<file path="src/rtl/osr_tick_ctrl.sv">
// Oversampling tick sequencer: divides clk into os_tick, groups ticks into symbols,
// and swaps in new div/osr settings only at symbol boundaries.
module osr_tick_ctrl #(
    parameter int CNT_W   = 10,
    parameter int OSR_W   = 5,
    parameter int DEF_DIV = 7,
    parameter int DEF_OSR = 16
) (
    input  logic             clk,
    input  logic             reset_n,
    input  logic             cfg_valid,
    output logic             cfg_ready,
    input  logic [CNT_W-1:0] cfg_div,
    input  logic [OSR_W-1:0] cfg_osr,
    input  logic             start,
    input  logic             stop,
    output logic             busy,
    output logic             os_tick,
    output logic             sample_stb,
    output logic             sym_stb,
    output logic             tx_clk,
    output logic [1:0]       fsm_state
);

    typedef enum logic [1:0] {IDLE = 2'd0, RUN = 2'd1, DRAIN = 2'd2} state_t;

    state_t           state;
    logic [CNT_W-1:0] div_cnt;
    logic [OSR_W-1:0] phase;
    logic [CNT_W-1:0] act_div;
    logic [OSR_W-1:0] act_osr;
    logic [CNT_W-1:0] sh_div;
    logic [OSR_W-1:0] sh_osr;
    logic             pend;

    logic             xfer;
    logic             wrap;
    logic             last;
    logic             mid;
    logic             sym_edge;
    logic             to_idle;
    logic             pend_next;
    logic [OSR_W-1:0] osr_in;

    assign fsm_state = state;

    // Handshake: a config word moves when cfg_valid and cfg_ready are both high on
    // a rising clk edge; cfg_valid may be held, cfg_ready is a registered output.
    assign xfer      = cfg_valid & cfg_ready;
    assign osr_in    = (cfg_osr < OSR_W'(2)) ? OSR_W'(2) : cfg_osr;
    assign wrap      = (div_cnt >= act_div);
    assign last      = (phase >= act_osr - OSR_W'(1));
    assign mid       = (phase == (act_osr >> 1));
    assign sym_edge  = wrap & last;
    assign to_idle   = sym_edge & (stop | (state == DRAIN));
    assign pend_next = xfer | (pend & ~sym_edge);

    always_ff @(posedge clk or negedge reset_n) begin
        if (!reset_n) begin
            state      <= IDLE;
            div_cnt    <= '0;
            phase      <= '0;
            act_div    <= CNT_W'(DEF_DIV);
            act_osr    <= OSR_W'(DEF_OSR);
            sh_div     <= '0;
            sh_osr     <= '0;
            pend       <= 1'b0;
            cfg_ready  <= 1'b1;
            busy       <= 1'b0;
            os_tick    <= 1'b0;
            sample_stb <= 1'b0;
            sym_stb    <= 1'b0;
            tx_clk     <= 1'b0;
        end else begin
            os_tick    <= 1'b0;
            sample_stb <= 1'b0;
            sym_stb    <= 1'b0;
            case (state)
                IDLE: begin
                    // A word accepted on the final boundary edge lands here.
                    if (pend) begin
                        act_div <= sh_div;
                        act_osr <= sh_osr;
                        pend    <= 1'b0;
                    end
                    if (xfer) begin
                        act_div <= cfg_div;
                        act_osr <= osr_in;
                    end
                    div_cnt   <= '0;
                    phase     <= '0;
                    tx_clk    <= 1'b0;
                    cfg_ready <= 1'b1;
                    busy      <= start;
                    if (start) state <= RUN;
                end
                default: begin
                    if (wrap) begin
                        div_cnt    <= '0;
                        os_tick    <= 1'b1;
                        sample_stb <= mid;
                        sym_stb    <= last;
                        tx_clk     <= ~tx_clk;
                        phase      <= last ? '0 : phase + OSR_W'(1);
                    end else begin
                        div_cnt <= div_cnt + CNT_W'(1);
                    end

                    if (sym_edge && pend) begin
                        act_div <= sh_div;
                        act_osr <= sh_osr;
                    end
                    if (xfer) begin
                        sh_div <= cfg_div;
                        sh_osr <= osr_in;
                    end
                    pend      <= pend_next;
                    cfg_ready <= to_idle | ~pend_next;

                    if (to_idle) begin
                        state   <= IDLE;
                        busy    <= 1'b0;
                        tx_clk  <= 1'b0;
                        div_cnt <= '0;
                        phase   <= '0;
                    end else begin
                        busy <= 1'b1;
                        if (state == RUN && stop) state <= DRAIN;
                    end
                end
            endcase
        end
    end

endmodule
</file>
<file path="config.mk">
export PLATFORM = sky130hd
export DESIGN_NAME = osr_tick_ctrl
export DESIGN_NICKNAME = d
export VERILOG_FILES = /design/src/rtl/osr_tick_ctrl.sv
export SDC_FILE = /design/constraint.sdc
export NUM_CORES = 1
export LEC_CHECK = 0
export ABC_CLOCK_PERIOD_IN_PS = 7300
export CORE_MARGIN = 2
export CORE_UTILIZATION = 62
export CTS_CLUSTER_DIAMETER = 100
export DETAILED_ROUTE_END_ITERATION = 10
export PLACE_DENSITY_LB_ADDON = 0.25
export REMOVE_ABC_BUFFERS = 1
export SETUP_SLACK_MARGIN = 0.5
export SYNTH_ARGS = -nofsm -noshare
export SYNTH_HDL_FRONTEND = slang
export SYNTH_SLANG_ARGS = --single-unit
</file>
<file path="constraint.sdc">
create_clock -name clk -period 7.3 [get_ports clk]
set_input_delay 1.46 -clock clk [delete_from_list [all_inputs] [get_ports clk]]
set_output_delay 1.46 -clock clk [all_outputs]
set_load 0.005 [all_outputs]
</file>
==> results of run 1 <==
-- cells in the final DEF, fill, tap and decap left out, drive strengths merged, types with 2 or more instances in the layout --
master,Yosys,final
o21a,3,3
nand2b,2,2
o221a,13,13
clkbuf,5,5
inv,16,16
xor2,6,6
mux2,26,26
a21o,3,3
o211ai,2,2
o21ai,23,23
or4,2,2
nand3,9,9
nand3b,13,13
nor3,6,6
o31ai,2,2
a21oi,11,11
dfstp,5,5
bufinv,0,2
o22a,3,3
and2,3,3
a211oi,2,2
ha,18,18
clkdlybuf4s50,0,26
nor2,20,20
and3,2,2
dfrtp,49,49
xnor2,9,9
buf,7,3
nand2,26,26
-- how the worst max path moves through the flow --
stage / start / end / slack (ps)
3_5_place_dp: cfg_valid / act_div[0] / 3360
2_1_floorplan: cfg_valid / act_osr[2] / 4340
5_1_grt: cfg_valid / act_osr[2] / 3480
3_3_place_gp: cfg_valid / act_osr[3] / 3420
6_report: cfg_valid / act_osr[2] / 3580
4_1_cts: cfg_valid / act_osr[2] / 3610
-- layer usage --
metal	vias to the layer above	wire [um]	track usage [%]
met5	-	0	0
met4	0	37	6.63
met3	4	258	3.88
met2	57	3110	42.0
met1	1155	2880	35.0
li1	1128	-	-
-- layout make-up --
class | count | area, sq um | share of cell area, %
Tap cell | 67 | 83.8 | 2.34
Inverter | 16 | 60.1 | 1.67
Clock buffer | 5 | 68.8 | 1.92
Timing Repair Buffer | 29 | 280 | 7.81
Sequential cell | 54 | 1360 | 37.8
Multi-Input combinational cell | 217 | 1670 | 46.5
Clock inverter | 3 | 68.8 | 1.92
-- cells in the mapped netlist (2+ instances only) --
library cell  number  share of area (%)
a21o_1             3               0.72
a21oi_1           10                1.6
and2_1             3               0.60
and3_1             2               0.40
buf_2              5               0.79
clkbuf_1           5               0.60
dfrtp_1           49                 39
dfstp_2            5                4.2
ha_1              18                7.2
inv_1             16                1.9
mux2_2            25                8.9
nand2_1           26                3.1
nand3_1            8                1.3
nand3b_1          13                3.1
nor2_1            18                2.1
nor3_1             5               0.79
o211ai_1           2               0.48
o21a_1             2               0.48
o21ai_0           21                3.3
o21ai_1            2               0.32
o221a_1           10                3.6
o221a_2            3                1.1
o22a_1             2               0.56
or4_1              2               0.48
xnor2_1            9                2.5
xor2_1             6                1.7
-- critical path, stage by stage --
cell             delay (ps)
clkdlybuf4s50_1         440
nand2_1                 710
nor2_8                  170
o21ai_1                 810
o221a_2                 360
-- cells by family (layout without fill, tap and decap cells) --
| logic type | Yosys count | count (layout) |
|---|---|---|
| AOI/OAI and AO/OA | 68 | 68 |
| DFF | 54 | 54 |
| adders and majority gates | 18 | 18 |
| buffers and inverters | 28 | 53 |
| muxes | 26 | 26 |
| xor gates and xnor gates | 15 | 15 |
| and+or+nand+nor | 90 | 90 |
-- state kept, by name, summed over array words and instances, names as in the netlist, 2 cells and up --
signal,count
act_div,10
act_osr,5
div_cnt,10
fsm_state,2
phase,5
sh_div,10
sh_osr,5
-- power groups by stage --
stage,Clock (mW),Combinational [mW],Sequential [mW]
after floorplan,0,0.473,0.515
after global placement,0,0.557,0.551
after detailed placement,0,0.591,0.556
after CTS,0.240,0.602,0.551
after global routing,0.253,0.679,0.570
final,0.236,0.600,0.553
-- stage by stage --
stage	setup slack [ps]	power (mW)	utilization, %	instance area (sq um)
floorplan	4340	0.988	-	3090
global placement	3420	1.11	71.6	3450
detailed placement	3360	1.15	71.6	3450
CTS	3610	1.39	74.5	3590
global route	3480	1.50	74.5	3590
finish	3580	1.39	74.5	3590
==> flow_summary_export.csv, run 1 <==
group,metric,value,unit
logic_synthesis,synth_simple_gate_area_share,15.8,%
critical_path,required,7540,ps
timing,finalWorstPathRequiredPeriod,3720,ps
power,p_leak,1.54,nW
worst_hold_path,hold_depth,2,
run_status,outcome,"finished clean",
timing,finalSetupViolations,0,
logic_synthesis,netlist-cell-type-count,55,
timing,period_share,50.9,%
clock_tree,cts_buffers,5,
floorplanning,ios,28,
detailed_routing,first_iter_violations,123,
logic_synthesis,avgSynthCellArea,10.5,sq um
clock_tree,post_cts_buffers,0,
logic_synthesis,synth_xor_area_share,4.17,%
global_routing,antenna_found_initial,0,
layout,drive_gt1_share,17.0,%
clock_tree,cts_tree,"built",
clock_tree,cts_hold_buf,0,
global_routing,globalRouteOverflowTotal,0,
logic_synthesis,synthAdderAreaFrac,7.15,%
detailed_routing,num_vias,2344,
placed_design,io_buffer_count,27,
clock_tree,cts_sinks,54,
floorplanning,die_y,75.3,um
timing,hold_ws,493,ps
floorplanning,core_area,4820,sq um
global_routing,grt_pass1_vias,2339,
clock_tree,clk-insertion-delay-late,300,ps
timing,rsz0062_at_grt,"false",
global_routing,grt_max_degree,55,
global_routing,grt_pass1_wl,11000,um
power,p_int,0.887,mW
detailed_routing,wl,6280,um
power,pwr-share-clk,17.0,%
timing,hold_viol,0,
critical_path,worst-setup-path-type,"primary input to register",
timing,slew_headroom,35.1,%
logic_synthesis,synthMuxAreaShare,9.30,%
layout,fin_nets,361,
clock_tree,cts_buffer_depth,2,
clock_tree,clockRootBuffer,"clkbuf_8",
global_routing,grtUsageTotal,25.3,%
flow_run,cap_violations,0,
clock_tree,cts.clk_slew.worst_paths,90,ps
detailed_routing,via_per_inst,5.99,
detailed_routing,drc_errors,0,
clock_tree,cts.htree.levels,2,
placed_design,dpl.hpwl,4270,um
power,p_sw,0.502,mW
floorplanning,start_util,65.4,%
timing,finalMaxSlewViolations,0,
logic_synthesis,async_flop_share,100,%
timing,tightestPinTransition,968,ps
clock_tree,cts-resized-gates,0,
critical_path,reg2reg_depth,10,
critical_path,cp_max_fo,28,
floorplanning,rows,25,
floorplanning,die_w,75.3,um
placed_design,dp.cells,383,
logic_synthesis,synth_area,3150,sq um
timing,finClkSkew,8.54,ps
logic_synthesis,ys_ff_latch,54,
detailed_routing,ant_nets,0,
critical_path,r2r_end,"act_osr[2]",
logic_synthesis,yosysSeqAreaShare,43.1,%
timing,max_freq,269,MHz
layout,diodes,0,
critical_path,worstSetupStartpointType,"primary input",
floorplanning,die_area,5670,sq um
worst_hold_path,min_from,"sh_osr[1]",
logic_synthesis,synth_compound_area_share,16.6,%
power,combPwrFrac,43.2,%
placed_design,gp_congestion,0.784,
logic_synthesis,postSynthCellCount,299,
critical_path,r2r-start,"act_osr[1]",
layout,area_growth,13.9,%
power,power_density,387,nW/um^2
critical_path,critPathArrivalTime,3960,ps
logic_synthesis,synth_top_family_by_area,"compound AO/OA/AOI/OAI gates",
power,power_frac_seq,39.8,%
detailed_routing,wl_per_cell,16.1,um
layout,final_cells,391,
power,max-vdd-ir-drop,243,uV
power,p_sw_share,36.1,%
worst_hold_path,hold_class,"register to register",
critical_path,cp-end-kind,"register",
critical_path,rrSetupSlack,4340,ps
logic_synthesis,ys.flop_type,"dfrtp_1",
worst_hold_path,hold_end,"sh_osr[1]",
logic_synthesis,synth_edf_count,0,
detailed_routing,dr.pass1.iters,4,
layout,fill_cells,376,
logic_synthesis,yosysWarningCount,0,
timing,tns,0,ps
Note: power is estimated with default switching activity, not from simulation.
==> inputs of run 2 (changes only) <==
--- a/config.mk
+++ b/config.mk
@@ -5,9 +5,9 @@
 export SDC_FILE = /design/constraint.sdc
 export NUM_CORES = 1
 export LEC_CHECK = 0
-export ABC_CLOCK_PERIOD_IN_PS = 7300
+export ABC_CLOCK_PERIOD_IN_PS = 3550
 export CORE_MARGIN = 2
-export CORE_UTILIZATION = 62
+export CORE_UTILIZATION = 58
 export CTS_CLUSTER_DIAMETER = 100
 export DETAILED_ROUTE_END_ITERATION = 10
 export PLACE_DENSITY_LB_ADDON = 0.25
==> constraint.sdc (replaced) <==
create_clock -name clk -period 3.55 [get_ports clk]
set_input_delay 0.71 -clock clk [delete_from_list [all_inputs] [get_ports clk]]
set_output_delay 0.71 -clock clk [all_outputs]
set_load 0.005 [all_outputs]
==> run 2 against run 1 <==
Via count decreased by 2.3%. Clock power rose by 110%. Hold slack got worse by 12 ps. Count of clock-buffer cells in the layout grew 1. Die area increased by 6.5%. Non-clock buffer count increased by 1. Final cell count increased by 1.0%. Clock skew fell by 1.6 ps. Largest power group unchanged.
==> flow_summary_export.csv, run 2 (synthesis results as in run 1) <==
group,metric,value,unit
floorplanning,rows,26,
critical_path,worst-setup-path-type,"register to register",
detailed_routing,wl,5920,um
layout,diodes,0,
floorplanning,die_area,6030,sq um
floorplanning,start_util,60.9,%
layout,most-common-layout-cells,"dfrtp_1 (49), nand2_1 (26), clkdlybuf4s50_1 (26)",
critical_path,path_cells,"inv_1, ha_1, nor3b_1, xnor2_1, ha_1, a21oi_1, o21ai_1, o21a_4, o22a_4, o221a_2",
critical_path,critical_path.max_stage_delay,410,ps
clock_tree,cts.clk_slew.worst_paths,100,ps
timing,rsz0062_at_grt,"false",
run_status,outcome,"finished clean",
detailed_routing,dr.pass1.iters,4,
critical_path,r2r-start,"act_osr[0]",
floorplanning,die_y,77.7,um
power,p_total,2.85,mW
power,power_frac_seq,39.5,%
floorplanning,die_w,77.7,um
placed_design,gp_congestion,0.840,
power,p_leak,1.55,nW
floorplanning,core_area,5170,sq um
timing,slew_headroom,47.7,%
power,p_int,1.85,mW
clock_tree,clk-insertion-delay-late,300,ps
power,max-vdd-ir-drop,495,uV
detailed_routing,wl_per_cell,15.0,um
detailed_routing,ant_nets,0,
timing,max_freq,376,MHz
timing,hold_viol,0,
timing,period_share,75.0,%
placed_design,pre_cts_slack,713,ps
timing,tns,0,ps
critical_path,cp-end-kind,"register",
clock_tree,cts_sinks,54,
layout,layout_commonest_cell,"dfrtp_1",
timing,finClkSkew,6.91,ps
global_routing,globalRouteOverflowTotal,0,
power,power_density,790,nW/um^2
critical_path,path_common_cell,"ha_1",
timing,finalSetupViolations,0,
critical_path,critPathSlowestCell,"dfrtp_1",
detailed_routing,drc_errors,0,
detailed_routing,num_vias,2290,
power,pwr-share-clk,17.4,%
timing,setup_slack,887,ps
clock_tree,cts_buffers,5,
detailed_routing,first_iter_violations,96,
critical_path,crit_family,"compound AO/OA/AOI/OAI gates",
critical_path,worstSetupStartpointType,"register",
critical_path,cp.buffers_inverters,1,
placed_design,dpl.hpwl,4380,um
global_routing,grt_pass1_vias,2292,
layout,drive_gt1_share,17.5,%
flow_run,cap_violations,0,
layout,top_regs,"act_div: 10 flops, div_cnt: 10 flops, sh_div: 10 flops",
clock_tree,cts.htree.levels,2,
critical_path,reg2reg_depth,10,
power,combPwrFrac,43.2,%
placed_design,io_buffer_count,27,
timing,finalMaxSlewViolations,0,
timing,finalWorstPathRequiredPeriod,2660,ps
critical_path,critPathArrivalTime,2860,ps
global_routing,grt_pass1_wl,10500,um
global_routing,grt_max_degree,37,
timing,tightestPinTransition,784,ps
detailed_routing,via_per_inst,5.80,
power,p_sw_share,35.2,%
critical_path,required,3750,ps
critical_path,rrSetupSlack,890,ps
layout,fin_nets,362,
global_routing,grtUsageTotal,21.7,%
layout,area_growth,14.6,%
clock_tree,clockRootBuffer,"clkbuf_8",
clock_tree,cts_tree,"built",
floorplanning,ios,28,
power,p_sw,1.00,mW
clock_tree,cts_buffer_depth,2,
worst_hold_path,hold_class,"primary input to asynchronous set/reset pin",
critical_path,r2r_end,"act_osr[3]",
clock_tree,cts_hold_buf,0,
global_routing,antenna_found_initial,0,
critical_path,cp_max_fo,15,
layout,fill_cells,387,
-- run 2: layout make-up --
class | count | area, sq um | area share (%)
Multi-Input combinational cell | 217 | 1670 | 46.4
Sequential cell | 54 | 1360 | 37.6
Timing Repair Buffer | 30 | 288 | 7.98
Tap cell | 70 | 87.6 | 2.43
Clock buffer | 6 | 82.6 | 2.29
Clock inverter | 2 | 60.1 | 1.66
Inverter | 16 | 60.1 | 1.66
-- run 2: routing by layer --
layer | GRT usage, % | wire, um | part of all wire, % | vias to the layer above
li1 | - | - | - | 1136
met5 | 0 | 0 | 0 | -
met2 | 34.7 | 2830 | 48 | 48
met4 | 6.79 | 52 | 0.88 | 0
met3 | 4.65 | 265 | 4.5 | 6
met1 | 29.7 | 2780 | 47 | 1100
-- run 2: per-stage QoR --
step	instance area, sq um	utilization, %	cells	hold slack [ps]
after CTS	3600	69.7	395	503
after global placement	3460	66.9	387	464
final	3610	69.8	395	481
after floorplan	3090	-	287	414
after detailed placement	3460	66.9	387	481
after global routing	3610	69.8	395	537
-- run 2: power groups by stage --
| stage | Clock (mW) | Combinational, mW | Sequential [mW] |
|---|---|---|---|
| 4_1_cts | 0.504 | 1.24 | 1.12 |
| 5_1_grt | 0.531 | 1.39 | 1.17 |
| 3_5_place_dp | 0 | 1.24 | 1.13 |
| 2_1_floorplan | 0 | 0.972 | 1.06 |
| 6_report | 0.495 | 1.23 | 1.13 |
| 3_3_place_gp | 0 | 1.17 | 1.12 |
-- run 2: how the worst max path moves through the flow --
stage,start,to,slack (ps),cells after the start
2_1_floorplan,act_osr[0],act_osr[2],1140,10
3_3_place_gp,act_osr[0],act_osr[2],870,10
3_5_place_dp,act_osr[0],act_osr[3],710,10
4_1_cts,act_osr[0],act_div[0],690,10
5_1_grt,act_osr[1],act_osr[3],670,10
6_report,act_osr[0],act_osr[3],890,10
-- run 2: what timing repair did --
item / CTS / global route
setup buffers: 0 / 0
hold endpoints to repair: 0 / 0
endpoints found under the setup margin: 0 / 13
gates resized for setup: 0 / 1
==> inputs of run 3 (changes only) <==
--- a/config.mk
+++ b/config.mk
@@ -5,9 +5,9 @@
 export SDC_FILE = /design/constraint.sdc
 export NUM_CORES = 1
 export LEC_CHECK = 0
-export ABC_CLOCK_PERIOD_IN_PS = 3550
+export ABC_CLOCK_PERIOD_IN_PS = 2440
 export CORE_MARGIN = 2
-export CORE_UTILIZATION = 58
+export CORE_UTILIZATION = 52
 export CTS_CLUSTER_DIAMETER = 100
 export DETAILED_ROUTE_END_ITERATION = 10
 export PLACE_DENSITY_LB_ADDON = 0.25
==> constraint.sdc (replaced) <==
create_clock -name clk -period 2.44 [get_ports clk]
set_input_delay 0.488 -clock clk [delete_from_list [all_inputs] [get_ports clk]]
set_output_delay 0.488 -clock clk [all_outputs]
set_load 0.005 [all_outputs]
==> run 3 against run 2 <==
Sequential share of layout area decreased by 5.0 points. Global-route usage rose by 0.85 points. Utilization up 0.96 points. Via count increased by 11%. Clock power is 26% higher. Critical path depth unchanged. Final cell count grew 9.9%. Non-clock buffer count increased by 32. Critical endpoint unchanged. Largest power group unchanged. Wire length grew 26%. Critical path type unchanged. First-iteration DRC count is 64% higher. Die area grew 11%.
==> flow_summary_export.csv, run 3 (synthesis results as in run 1) <==
group,metric,value,unit
placed_design,dpl.hpwl,4380,um
layout,most-common-layout-cells,"dfrtp_1 (48), buf_4 (29), clkdlybuf4s50_1 (26)",
detailed_routing,drc_errors,0,
timing,tightestPinTransition,648,ps
clock_tree,clk-insertion-delay-late,310,ps
critical_path,worstSetupStartpointType,"register",
detailed_routing,first_iter_violations,157,
global_routing,grt_max_degree,28,
timing,tns,0,ps
floorplanning,start_util,53.5,%
power,p_leak,1.73,nW
critical_path,required,2640,ps
critical_path,critPathArrivalTime,2550,ps
clock_tree,cts.htree.levels,2,
timing,finClkSkew,13.5,ps
clock_tree,cts_tree,"built",
timing,hold_ws,144,ps
floorplanning,die_area,6690,sq um
floorplanning,die_y,81.8,um
timing,finalSetupViolations,0,
layout,drive_gt1_share,34.3,%
timing,slew_headroom,56.8,%
timing,finalMaxSlewViolations,0,
clock_tree,cts_hold_buf,0,
global_routing,antenna_found_initial,0,
detailed_routing,dr.pass1.iters,5,
layout,seqCellArea,1360,sq um
floorplanning,ios,28,
placed_design,gp_congestion,0.832,
clock_tree,cts_buffer_depth,2,
critical_path,critPathSlowestCell,"dfrtp_1",
layout,utilization,70.7,%
layout,top_regs,"act_div: 10 flops, div_cnt: 10 flops, sh_div: 10 flops",
detailed_routing,wl_per_cell,17.2,um
detailed_routing,ant_nets,0,
worst_hold_path,hold_class,"primary input to asynchronous set/reset pin",
global_routing,grt_pass1_wl,11600,um
critical_path,cp_max_fo,8,
floorplanning,rows,28,
flow_run,cap_violations,0,
global_routing,globalRouteOverflowTotal,0,
timing,period_share,96.3,%
critical_path,critical_path.max_stage_delay,380,ps
global_routing,grtUsageTotal,22.6,%
placed_design,io_buffer_count,27,
floorplanning,die_w,81.8,um
floorplanning,core_area,5890,sq um
detailed_routing,via_per_inst,5.87,
timing,rsz0062_at_grt,"true",
global_routing,grt_pass1_vias,2378,
layout,fin_nets,396,
timing,finalWorstPathRequiredPeriod,2350,ps
layout,area_growth,32.2,%
clock_tree,cts_buffers,5,
timing,max_freq,426,MHz
run_status,outcome,"finished clean",
clock_tree,cts.clk_slew.worst_paths,100,ps
clock_tree,cts_sinks,54,
detailed_routing,num_vias,2548,
layout,layout_commonest_cell,"dfrtp_1",
critical_path,crit_family,"compound AO/OA/AOI/OAI gates",
power,power_density,1220,nW/um^2
layout,diodes,0,
layout,multi_input_area,1990,sq um
detailed_routing,wl,7460,um
critical_path,cp.buffers_inverters,1,
power,max-vdd-ir-drop,868,uV
critical_path,cp-end-kind,"register",
timing,hold_viol,0,
layout,fill_cells,411,
critical_path,worst-setup-path-type,"register to register",
critical_path,path_cells,"inv_2, ha_4, xnor2_2, ha_1, a21o_1, a31oi_4, o21ai_2, o21a_4, o22a_4, o221a_4",
clock_tree,clockRootBuffer,"clkbuf_8",
## run 3: cell types whose count changed in the layout (fill, tap and decap cells not counted), moves of 3 or more
cell,previous run,this run
buf_6,0,5
ha_1,18,9
buf_4,3,29
nor2_4,0,3
ha_4,0,9
a21oi_1,10,7
inv_1,16,12
inv_2,0,4
## run 3: layout make-up
class | count | share of cell area [%]
Clock buffer | 5 | 1.65
Clock inverter | 3 | 1.14
Inverter | 16 | 1.44
Multi-Input combinational cell | 219 | 47.8
Sequential cell | 54 | 32.6
Tap cell | 75 | 2.25
Timing Repair Buffer | 62 | 13.1
## run 3: power by group
part / switching, mW / internal [mW] / leakage (nW) / total (mW)
logic: 1.24 / 1.55 / 1.02 / 2.79
clock network: 0.310 / 0.312 / 0.0587 / 0.622
registers: 0.375 / 1.28 / 0.648 / 1.66
## run 3: worst paths after layout
| kind | from | cells past startpoint | slack [ps] | to |
|---|---|---|---|---|
| setup / recovery | act_osr[1] | 10 | 90 | act_osr[3] |
| hold / removal | reset_n | 1 | 140 | sh_div[7] |
| setup reg to reg | act_osr[1] | 10 | 90 | act_osr[3] |
| hold reg to reg | sh_osr[1] | 2 | 500 | sh_osr[1] |
| max in group asynchronous | reset_n | 2 | 1610 | act_div[1] |
| min in group clk | sh_osr[1] | 2 | 500 | sh_osr[1] |
## run 3: repair_timing
item / in CTS / in global routing
gates cloned: 2 / 1
pin swaps: 18 / 22
setup endpoints to repair: 39 / 37
gates resized for setup: 21 / 35
setup buffers: 11 / 12
## run 3: per-layer routing
| layer | vias up | share of wire [%] | global-route usage, % |
|---|---|---|---|
| li1 | 1211 | - | - |
| met1 | 1272 | 43 | 30.1 |
| met2 | 52 | 51 | 38.5 |
| met3 | 13 | 3.2 | 2.86 |
| met4 | 0 | 2.1 | 6.50 |
| met5 | - | 0 | 0 |
## run 3: metrics by stage
| step | setup WS [ps] | instance area, sq um | cells | power (mW) |
|---|---|---|---|---|
| final | 89.9 | 4160 | 434 | 5.07 |
| after global routing | 13.0 | 4160 | 434 | 5.41 |
| after CTS | 158 | 3840 | 421 | 4.45 |
| after detailed placement | -33.8 | 3530 | 400 | 3.48 |
| after global placement | 53.1 | 3530 | 400 | 3.39 |
| after floorplan | 34.3 | 3090 | 287 | 2.96 |
